### src/rtl/riscv_core_wb_pkg.sv
// Shared definitions for the write-back stage.
//   RFWT_*        : write-back source select encodings
//   WB_XLEN       : default data path width
//   WB_RF_ADDR_W  : default register index width
//   wb_byp_t      : bypass record {valid, rd, data}
package riscv_core_wb_pkg;

   localparam int WB_XLEN      = 32;
   localparam int WB_RF_ADDR_W = 5;

   localparam logic [1:0] RFWT_ALU  = 2'd0;
   localparam logic [1:0] RFWT_MEM  = 2'd1;
   localparam logic [1:0] RFWT_PC   = 2'd2;
   localparam logic [1:0] RFWT_RSVD = 2'd3;

   typedef struct packed {
      logic        valid;
      logic [4:0]  rd;
      logic [31:0] data;
   } wb_byp_t;

endpackage

### src/rtl/riscv_core_wb_instret.sv
// 64-bit retired-instruction counter (minstret).
//   clk_i, rst_i     : clock, synchronous active-high reset
//   retire_i         : one instruction retires this cycle
//   csr_we_lo_i/hi_i : CSR write of the low/high half
//   csr_wdata_i      : CSR write data
//   instret_o        : current count
module riscv_core_wb_instret (
   input  logic        clk_i,
   input  logic        rst_i,
   input  logic        retire_i,
   input  logic        csr_we_lo_i,
   input  logic        csr_we_hi_i,
   input  logic [31:0] csr_wdata_i,
   output logic [63:0] instret_o
);

   logic [63:0] cnt_q;
   logic [63:0] cnt_d;

   // A CSR write takes priority over counting: the unwritten half keeps its
   // old value and the retirement of that cycle is not counted.
   always_comb begin
      cnt_d = cnt_q;
      if (csr_we_lo_i || csr_we_hi_i) begin
         if (csr_we_lo_i) cnt_d[31:0]  = csr_wdata_i;
         if (csr_we_hi_i) cnt_d[63:32] = csr_wdata_i;
      end else if (retire_i) begin
         cnt_d = cnt_q + 64'd1;  // natural 64-bit wrap
      end
   end

   always_ff @(posedge clk_i) begin
      if (rst_i) cnt_q <= '0;
      else       cnt_q <= cnt_d;
   end

   assign instret_o = cnt_q;

endmodule

### src/rtl/riscv_core_wb_stage.sv
// Write-back stage: WB pipeline registers, write-back mux, register-file
// write port, WB / WB+1 bypass data and the minstret counter.
//   CLK, RST             : clock, synchronous active-high reset
//   r_wb_*_D / r_wb_*_WE : per-register load data / enable from ME
//   wb_flush             : kill the instruction currently in WB
//   rf_*                 : register-file write port
//   fwd_wb_*             : bypass of the write happening this cycle
//   fwd_hold_*           : bypass of the write from the previous cycle
//   csr_instret_*        : CSR write port for minstret
//   instret, retire      : retired count, retirement strobe
module riscv_core_wb_stage
   import riscv_core_wb_pkg::*;
#(
   parameter int XLEN      = WB_XLEN,
   parameter int RF_ADDR_W = WB_RF_ADDR_W,
   parameter int PC_INC    = 4
) (
   input  logic                 CLK,
   input  logic                 RST,
   input  logic [XLEN-1:0]      r_wb_alu_D,
   input  logic                 r_wb_alu_WE,
   input  logic [XLEN-1:0]      r_wb_memdat_D,
   input  logic                 r_wb_memdat_WE,
   input  logic [XLEN-1:0]      r_wb_pc_D,
   input  logic                 r_wb_pc_WE,
   input  logic [RF_ADDR_W-1:0] r_wb_rd_D,
   input  logic                 r_wb_rd_WE,
   input  logic                 r_wb_regwrite_D,
   input  logic                 r_wb_regwrite_WE,
   input  logic [1:0]           r_wb_rfwt_sel_D,
   input  logic                 r_wb_rfwt_sel_WE,
   input  logic                 r_wb_valid_D,
   input  logic                 r_wb_valid_WE,
   input  logic                 wb_flush,
   output logic                 rf_we,
   output logic [RF_ADDR_W-1:0] rf_waddr,
   output logic [XLEN-1:0]      rf_wdata,
   output logic                 fwd_wb_valid,
   output logic [RF_ADDR_W-1:0] fwd_wb_rd,
   output logic [XLEN-1:0]      fwd_wb_data,
   output logic                 fwd_hold_valid,
   output logic [RF_ADDR_W-1:0] fwd_hold_rd,
   output logic [XLEN-1:0]      fwd_hold_data,
   input  logic                 csr_instret_we_lo,
   input  logic                 csr_instret_we_hi,
   input  logic [31:0]          csr_instret_wdata,
   output logic [63:0]          instret,
   output logic                 retire
);

   logic [XLEN-1:0]      alu_q, memdat_q, pc_q;
   logic [RF_ADDR_W-1:0] rd_q;
   logic                 regwrite_q, valid_q;
   logic [1:0]           rfwt_sel_q;
   wb_byp_t              hold_q, hold_d;
   logic [XLEN-1:0]      wb_val;
   logic                 commit;
   logic                 we;
   logic [63:0]          cnt;

   // WB pipeline registers: independent load enables
   always_ff @(posedge CLK) begin
      if (RST) begin
         alu_q      <= '0;
         memdat_q   <= '0;
         pc_q       <= '0;
         rd_q       <= '0;
         regwrite_q <= 1'b0;
         rfwt_sel_q <= RFWT_ALU;
         valid_q    <= 1'b0;
      end else begin
         if (r_wb_alu_WE)      alu_q      <= r_wb_alu_D;
         if (r_wb_memdat_WE)   memdat_q   <= r_wb_memdat_D;
         if (r_wb_pc_WE)       pc_q       <= r_wb_pc_D;
         if (r_wb_rd_WE)       rd_q       <= r_wb_rd_D;
         if (r_wb_regwrite_WE) regwrite_q <= r_wb_regwrite_D;
         if (r_wb_rfwt_sel_WE) rfwt_sel_q <= r_wb_rfwt_sel_D;
         if (r_wb_valid_WE)    valid_q    <= r_wb_valid_D;
      end
   end

   always_comb begin
      wb_val = alu_q;  // RFWT_ALU and the reserved encoding
      case (rfwt_sel_q)
         RFWT_MEM: wb_val = memdat_q;
         RFWT_PC:  wb_val = pc_q + XLEN'(PC_INC);
         default:  wb_val = alu_q;
      endcase
   end

   // RST gates everything combinationally so outputs read 0 while it is held,
   // not only after the edge that clears the registers.
   assign commit = valid_q & ~wb_flush & ~RST;
   assign we     = commit & regwrite_q & (rd_q != '0);

   assign rf_we        = we;
   assign rf_waddr     = RST ? '0 : rd_q;
   assign rf_wdata     = RST ? '0 : wb_val;
   assign fwd_wb_valid = we;
   assign fwd_wb_rd    = rf_waddr;
   assign fwd_wb_data  = rf_wdata;
   assign retire       = commit;

   // Hold register keeps the last real write so a consumer that read the RF
   // in the write cycle still sees it; the index/data only move on a write.
   always_comb begin
      hold_d       = hold_q;
      hold_d.valid = we;
      if (we) begin
         hold_d.rd   = rf_waddr;
         hold_d.data = rf_wdata;
      end
   end

   always_ff @(posedge CLK) begin
      if (RST) hold_q <= '0;
      else     hold_q <= hold_d;
   end

   assign fwd_hold_valid = RST ? 1'b0 : hold_q.valid;
   assign fwd_hold_rd    = RST ? '0   : hold_q.rd;
   assign fwd_hold_data  = RST ? '0   : hold_q.data;

   riscv_core_wb_instret u_instret (
      .clk_i       (CLK),
      .rst_i       (RST),
      .retire_i    (commit),
      .csr_we_lo_i (csr_instret_we_lo),
      .csr_we_hi_i (csr_instret_we_hi),
      .csr_wdata_i (csr_instret_wdata),
      .instret_o   (cnt)
   );

   assign instret = RST ? 64'd0 : cnt;

endmodule

### config.mk
export PLATFORM = sky130hd
export DESIGN_NAME = riscv_core_wb_stage
export DESIGN_NICKNAME = d
export VERILOG_FILES = /design/src/rtl/riscv_core_wb_pkg.sv /design/src/rtl/riscv_core_wb_instret.sv /design/src/rtl/riscv_core_wb_stage.sv
export SDC_FILE = /design/constraint.sdc
export NUM_CORES = 1
export LEC_CHECK = 0
export CAP_MARGIN = 30
export CORE_AREA = 2 2 153 155
export DETAILED_ROUTE_END_ITERATION = 16
export DIE_AREA = 0 0 155 157
export PLACE_DENSITY = 0.88
export SLEW_MARGIN = 10
export SYNTH_ARGS = -nofsm -noshare
export SYNTH_HDL_FRONTEND = slang
export SYNTH_HIERARCHICAL = 1
export SYNTH_SLANG_ARGS = --single-unit
### constraint.sdc
create_clock -name CLK -period 5.92 [get_ports CLK]
set_clock_uncertainty 0.1 [all_clocks]
set_input_delay 0.592 -clock CLK [delete_from_list [all_inputs] [get_ports CLK]]
set_output_delay 0.592 -clock CLK [all_outputs]
set_load 0.02 [all_outputs]
Yosys cells after proc, flatten, opt, wreduce, memory -nomap -nowiden
Index checks and enable logic that the tools add are counted.
{ "word_totals": {"ff_bits": 207, "in_bits": 149, "out_inout_bits": 179, "wordCells": 40} }
{ "op_classes": {"n_addsub": 2, "eq_ne": 4, "mux": 11, "bitwise": 6, "reduce_logical": 5} }
{ "ops": {"columns": ["operator", "count"], "rows": [
  ["$mux W64", 3],
  ["$mux W32", 4],
  ["$add A64 B1 Y64 const B", 1],
  ["$pmux W32 S2", 1],
  ["$add A32 B3 Y32 const B", 1],
  ["$mux W5", 2],
  ["$reduce_bool A5 Y1", 1],
  ["$and A1 B1 Y1", 4],
  ["$ne A2 B2 Y1 const B", 2],
  ["$reduce_and A2 Y1", 2],
  ["$eq A2 B1 Y1 const B", 1],
  ["$eq A2 B2 Y1 const B", 1],
  ["$not A1 Y1", 2],
  ["$reduce_bool A2 Y1", 1],
  ["$logic_or A1 B1 Y1", 1],
  ["$mux W1", 1]
]} }

Depth between registers and ports, before layout
{ "logic_depth": {"ltp_word": 5, "depth_mapped": 11, "mapped_depth_nobuf": 7} }

Hierarchy
Netlist, hierarchy kept.
{ "modules_own_cells": {"columns": ["mod", "n_inst", "cells_per_inst", "area_each_um2", "seq_area_each_um2"], "rows": [
  ["riscv_core_wb_stage", 1, 924, 7703.6, 2862.7],
  ["riscv_core_wb_instret", 1, 545, 4192.8, 1281.2]
]} }

Worst setup path before layout
No wires, ideal clock.
{ "synth_path": {"path_type": "input to register", "start": "in RST", "end": "reg u_instret.cnt_q[50] (netlist: u_instret/instret_o[50])", "setup_ns": 0.060, "t_arrival_ns": 3.383, "required_ns": 5.760, "path_slack_ns": 2.377, "stages": 10, "path_buffers": 4, "cell_sequence": "clkbuf_1 > buf_1 > buf_1 > nor3b_1 > nand2b_1 > clkbuf_1 > or3_1 > nor4_1 > a311o_1 > o2111a_1"} }
{ "synth_via": {"elab_chain_cells": 4} }
{ "synth_lines": {"columns": ["item", "line_no", "text"], "rows": [
  ["start, declared", "riscv_core_wb_stage.sv:19", "input logic RST,"],
  ["$not A1 Y1", "riscv_core_wb_stage.sv:93", "assign commit = valid_q & ~wb_flush & ~RST;"],
  ["$and A1 B1 Y1", "riscv_core_wb_stage.sv:93", null],
  ["net retire", "riscv_core_wb_stage.sv:48", "output logic retire"],
  ["$reduce_bool A2 Y1 (no line)", null, null],
  ["$reduce_and A2 Y1 (no line)", null, null],
  ["end signal, assigned", "riscv_core_wb_instret.sv:34", "else cnt_q <= cnt_d;"],
  ["end, declared", "riscv_core_wb_instret.sv:17", "logic [63:0] cnt_q;"]
]} }
The timed path passes the listed nets, and every way through them passes these cells.
A chain may end at the register's enable or synchronous reset.

Worst setup path after layout
{ "layout_path": {"start": "reg pc_q[11]", "end": "out rf_wdata[22]"} }
{ "layout_via": {"elab_chain_cells": 3} }
{ "layout_lines": {"columns": ["item", "line_no", "text"], "rows": [
  ["start, declared", "riscv_core_wb_stage.sv:51", "logic [XLEN-1:0] alu_q, memdat_q, pc_q;"],
  ["start signal, assigned", "riscv_core_wb_stage.sv:74", "if (r_wb_pc_WE) pc_q <= r_wb_pc_D;"],
  ["$add A32 B3 Y32", "riscv_core_wb_stage.sv:86", "RFWT_PC: wb_val = pc_q + XLEN'(PC_INC);"],
  ["$pmux W32 S2", "riscv_core_wb_stage.sv:84", "case (rfwt_sel_q)"],
  ["$mux W32", "riscv_core_wb_stage.sv:98", "assign rf_wdata = RST ? '0 : wb_val;"],
  ["end, declared", "riscv_core_wb_stage.sv:37", "output logic [XLEN-1:0] rf_wdata,"]
]} }
Every way passes these cells.

==> run_results.csv <==
group,metric,value,unit
worst_setup_path,cp.required,5230,ps
timing,tightest_slew,1040,ps
layout,areaGrowthSynthToFinish,33.5,%
clock_tree,post_cts_buffers,0,
global_routing,grt_use_total,33.3,%
timing,fin_crit,4440,ps
run,maxCapViolCount,0,
worst_setup_path,r2r-start,"u_instret/instret_o[8]",
pwr,p_leak,5.94,nW
pwr,internal-power,2.73,mW
timing,finalSetupViolCount,0,
routing,antenna_left,0,
yosys,ys_types,71,
routing,vias,12600,
floorplan,core.rowCount,55,
pwr,seqPwrFrac,41.2,%
pwr,power_frac_clock,41.6,%
worst_setup_path,rr_worst_depth,5,
place,dpl_cell_area,0.0150,sq mm
clock_tree,ctsResizeCount,0,
clock_tree,cts_inserted_buffers,24,
worst_setup_path,end_kind,"output pin",
timing,tns,0,ps
clock_tree,cts-root-buf,"clkbuf_16",
floorplan,initial_utilization,52.9,%
layout,finalNetCount,1850,
yosys,syn-cell-area,0.0119,sq mm
routing,dr.pass1.iters,9,
yosys,postSynth.asyncResetShare,0,%
pwr,power.switching,1.04,mW
pwr,ir_worst_vdd,0.199,mV
yosys,seq_area_frac_synth,34.8,%
clock_tree,hold_buffers,0,
worst_setup_path,reg2reg_slack,2770,ps
place,gp_congestion,0.956,
routing,vias_per_cell,6.32,
worst_setup_path,startpoint_type,"flop",
global_routing,grt_pass1_vias,11900,
routing,wl,42700,um
hold_path,min_path_type,"flop to flop",
worst_setup_path,worstSetupPathType,"flop to output pin",
worst_setup_path,r2r_end,"u_instret/instret_o[37]",
clock_tree,clk_latency,530,ps
status,status,"finished clean",
timing,grt_setup_unrepaired,"false",
timing,maxSlewHeadroom,30.2,%
worst_setup_path,crit_fanout,6,
timing,slew_violations,0,
worst_setup_path,worstSetupEndpoint,"rf_wdata[22]",
clock_tree,cts_max_path_buffers,3,
yosys,syn_nets,1622,
clock_tree,clkSinkCount,207,
global_routing,grt_max_degree,84,
routing,post_drt_wl_per_cell,21.3,um
pwr,swShare,27.6,%
clock_tree,h-tree-depth,1,
yosys,synth-seq-cells,207,
layout,utilization,70.6,%
clock_tree,cts_tree,"built",
routing,drc,0,
floorplan,ios,328,
timing,final_hold_viol_count,0,
yosys,synth_edf_count,0,
place,dp_hpwl,30400,um
floorplan,die_width,155,um
layout,layout-drive-gt1-share,5.95,%
yosys,avgSynthCellArea,8.10,sq um
timing,fmax,225,MHz
pwr,combinationalPowerShare,17.3,%
worst_setup_path,cp-startpoint,"pc_q[11]",
global_routing,grt_first_pass_wirelength,65000,um
timing,period_share,75.0,%
clock_tree,clkTransAtPathRegs,60,ps
floorplan,die_h,157,um
global_routing,antenna_found_initial,2,
pwr,power.density,238,mW/mm^2
place,place.port_buffers,327,
routing,drtIter0Drc,1399,
floorplan,core_area,0.0225,sq mm
worst_setup_path,arrival,3750,ps
layout,final_cell_area,0.0159,sq mm
yosys,synthFlopType,"dfxtp_1",
global_routing,gr-total-overflow,0,
yosys,netlist_instances,1469,
yosys,synth_warnings,6,
floorplan,die_area,0.0243,sq mm
==> worst min-delay path by stage <==
stage          slack (ps)         to  cells after the start       from
6_report              350  hold_q[2]                      2  hold_q[2]
5_1_grt               380  hold_q[3]                      2  hold_q[3]
2_1_floorplan         330  hold_q[8]                      2  hold_q[8]
3_3_place_gp          340  hold_q[8]                      2  hold_q[8]
3_5_place_dp          340  hold_q[8]                      2  hold_q[8]
4_1_cts               350  hold_q[2]                      2  hold_q[2]
==> layout make-up <==
class,count,area (sq um)
Inverter,20,75.1
Tap cell,285,357
Multi-Input combinational cell,1095,6980
Clock buffer,35,712
Fill cell,1752,6630
Antenna cell,2,5.00
Sequential cell,207,4140
Clock inverter,9,131
Timing Repair Buffer,349,3470
==> power groups by stage <==
stage                     clock, mW  combinational [mW]  sequential (mW)
after CTS                      1.58               0.640             1.55
after global routing           1.64               0.688             1.56
after global placement            0               0.619             1.57
after floorplan                   0               0.370             1.55
final                          1.57               0.651             1.55
after detailed placement          0               0.633             1.58
==> routing by layer <==
| layer | global-route usage [%] | vias to the layer above | share of wire (%) |
|---|---|---|---|
| li1 | - | 5704 | - |
| met1 | 41.6 | 5910 | 38 |
| met2 | 54.7 | 857 | 46 |
| met3 | 6.39 | 172 | 10 |
| met4 | 17.5 | 0 | 5.9 |
| met5 | 0 | - | 0 |
==> cells in the final DEF (no fill, tap or decap), types with 5 or more instances in the layout <==
cell type / instances
buf_4: 19
o2111a_1: 5
o211ai_1: 9
nand4_1: 51
o21a_1: 6
or2_2: 6
clkinv_2: 5
nor3_1: 22
xor2_1: 14
inv_1: 18
a31oi_1: 14
o31a_1: 6
a311oi_1: 18
clkbuf_8: 7
or3_1: 15
or4_1: 12
dfxtp_1: 207
o21ai_0: 49
a211oi_1: 25
and3_1: 27
a221oi_1: 9
and2_1: 14
and4_1: 13
clkbuf_16: 24
nor4_4: 6
a21oi_1: 43
nand2b_1: 12
nor2_1: 184
mux2_2: 9
nor4_1: 23
nand3_1: 52
nor2b_1: 113
clkdlybuf4s50_1: 323
o31ai_1: 6
a211o_1: 6
nand2_1: 118
o22ai_1: 7
mux2i_1: 114
xnor2_1: 17
==> cells by family (layout without fill, tap and decap cells) <==
group,count (synthesis),after routing,synth area share [%]
and+or+nand+nor,689,689,30.9
other,0,2,0
xor gates and xnor gates,31,31,2.28
adders and majority gates,4,4,0.421
AOI/OAI and AO/OA,248,248,14.5
buffers and inverters,167,413,6.59
muxes,123,123,10.4
DFF,207,207,34.8
==> stage by stage <==
| step | instances | total power [mW] | worst slack [ps] | hold WS (ps) |
|---|---|---|---|---|
| 2_1_floorplan | 1469 | 1.92 | 2380 | 327 |
| 3_3_place_gp | 1951 | 2.19 | 2220 | 338 |
| 3_5_place_dp | 1952 | 2.21 | 2130 | 343 |
| 4_1_cts | 1996 | 3.77 | 1570 | 353 |
| 5_1_grt | 2002 | 3.89 | 1290 | 376 |
| 6_report | 2002 | 3.78 | 1480 | 348 |
==> Yosys cell counts (12+ instances only) <==
cell        n  share of area (%)
nand2_1   118                3.7
nand3_1    52                2.2
and3_1     27                1.4
xor2_1     14                1.0
and4_1     13               0.96
nor2_1    184                5.8
inv_1      18               0.57
a311oi_1   18                1.3
a211oi_1   25                1.6
nor2b_1   113                5.9
and2_1     14               0.74
nor4_1     23                1.2
dfxtp_1   207                 35
mux2i_1   114                9.6
or4_1      12               0.76
a21oi_1    43                1.8
nand4_1    51                2.7
xnor2_1    17                1.3
a31oi_1    14               0.74
nand2b_1   12               0.63
o21ai_0    49                2.1
buf_4      39                2.5
buf_1      15               0.47
clkbuf_1   84                2.7
or3_1      15               0.79
nor3_1     22               0.93
==> worst max-delay path: stages (launching register included) <==
cell and delay (ps):
dfxtp_1 430, nand4_2 220, nor4_1 800, a31o_2 270
a221oi_1 110, nor4_1 640, clkdlybuf4s50_1 740
==> sequential cells by signal, summed over array words and instances, names as in the netlist <==
signal	cells
rd_q	5
rfwt_sel_q	2
hold_q	38
valid_q	1
regwrite_q	1
pc_q	32
alu_q	32
memdat_q	32
u_instret/instret_o	64
No activity file was read; power rests on OpenSTA's default activity.
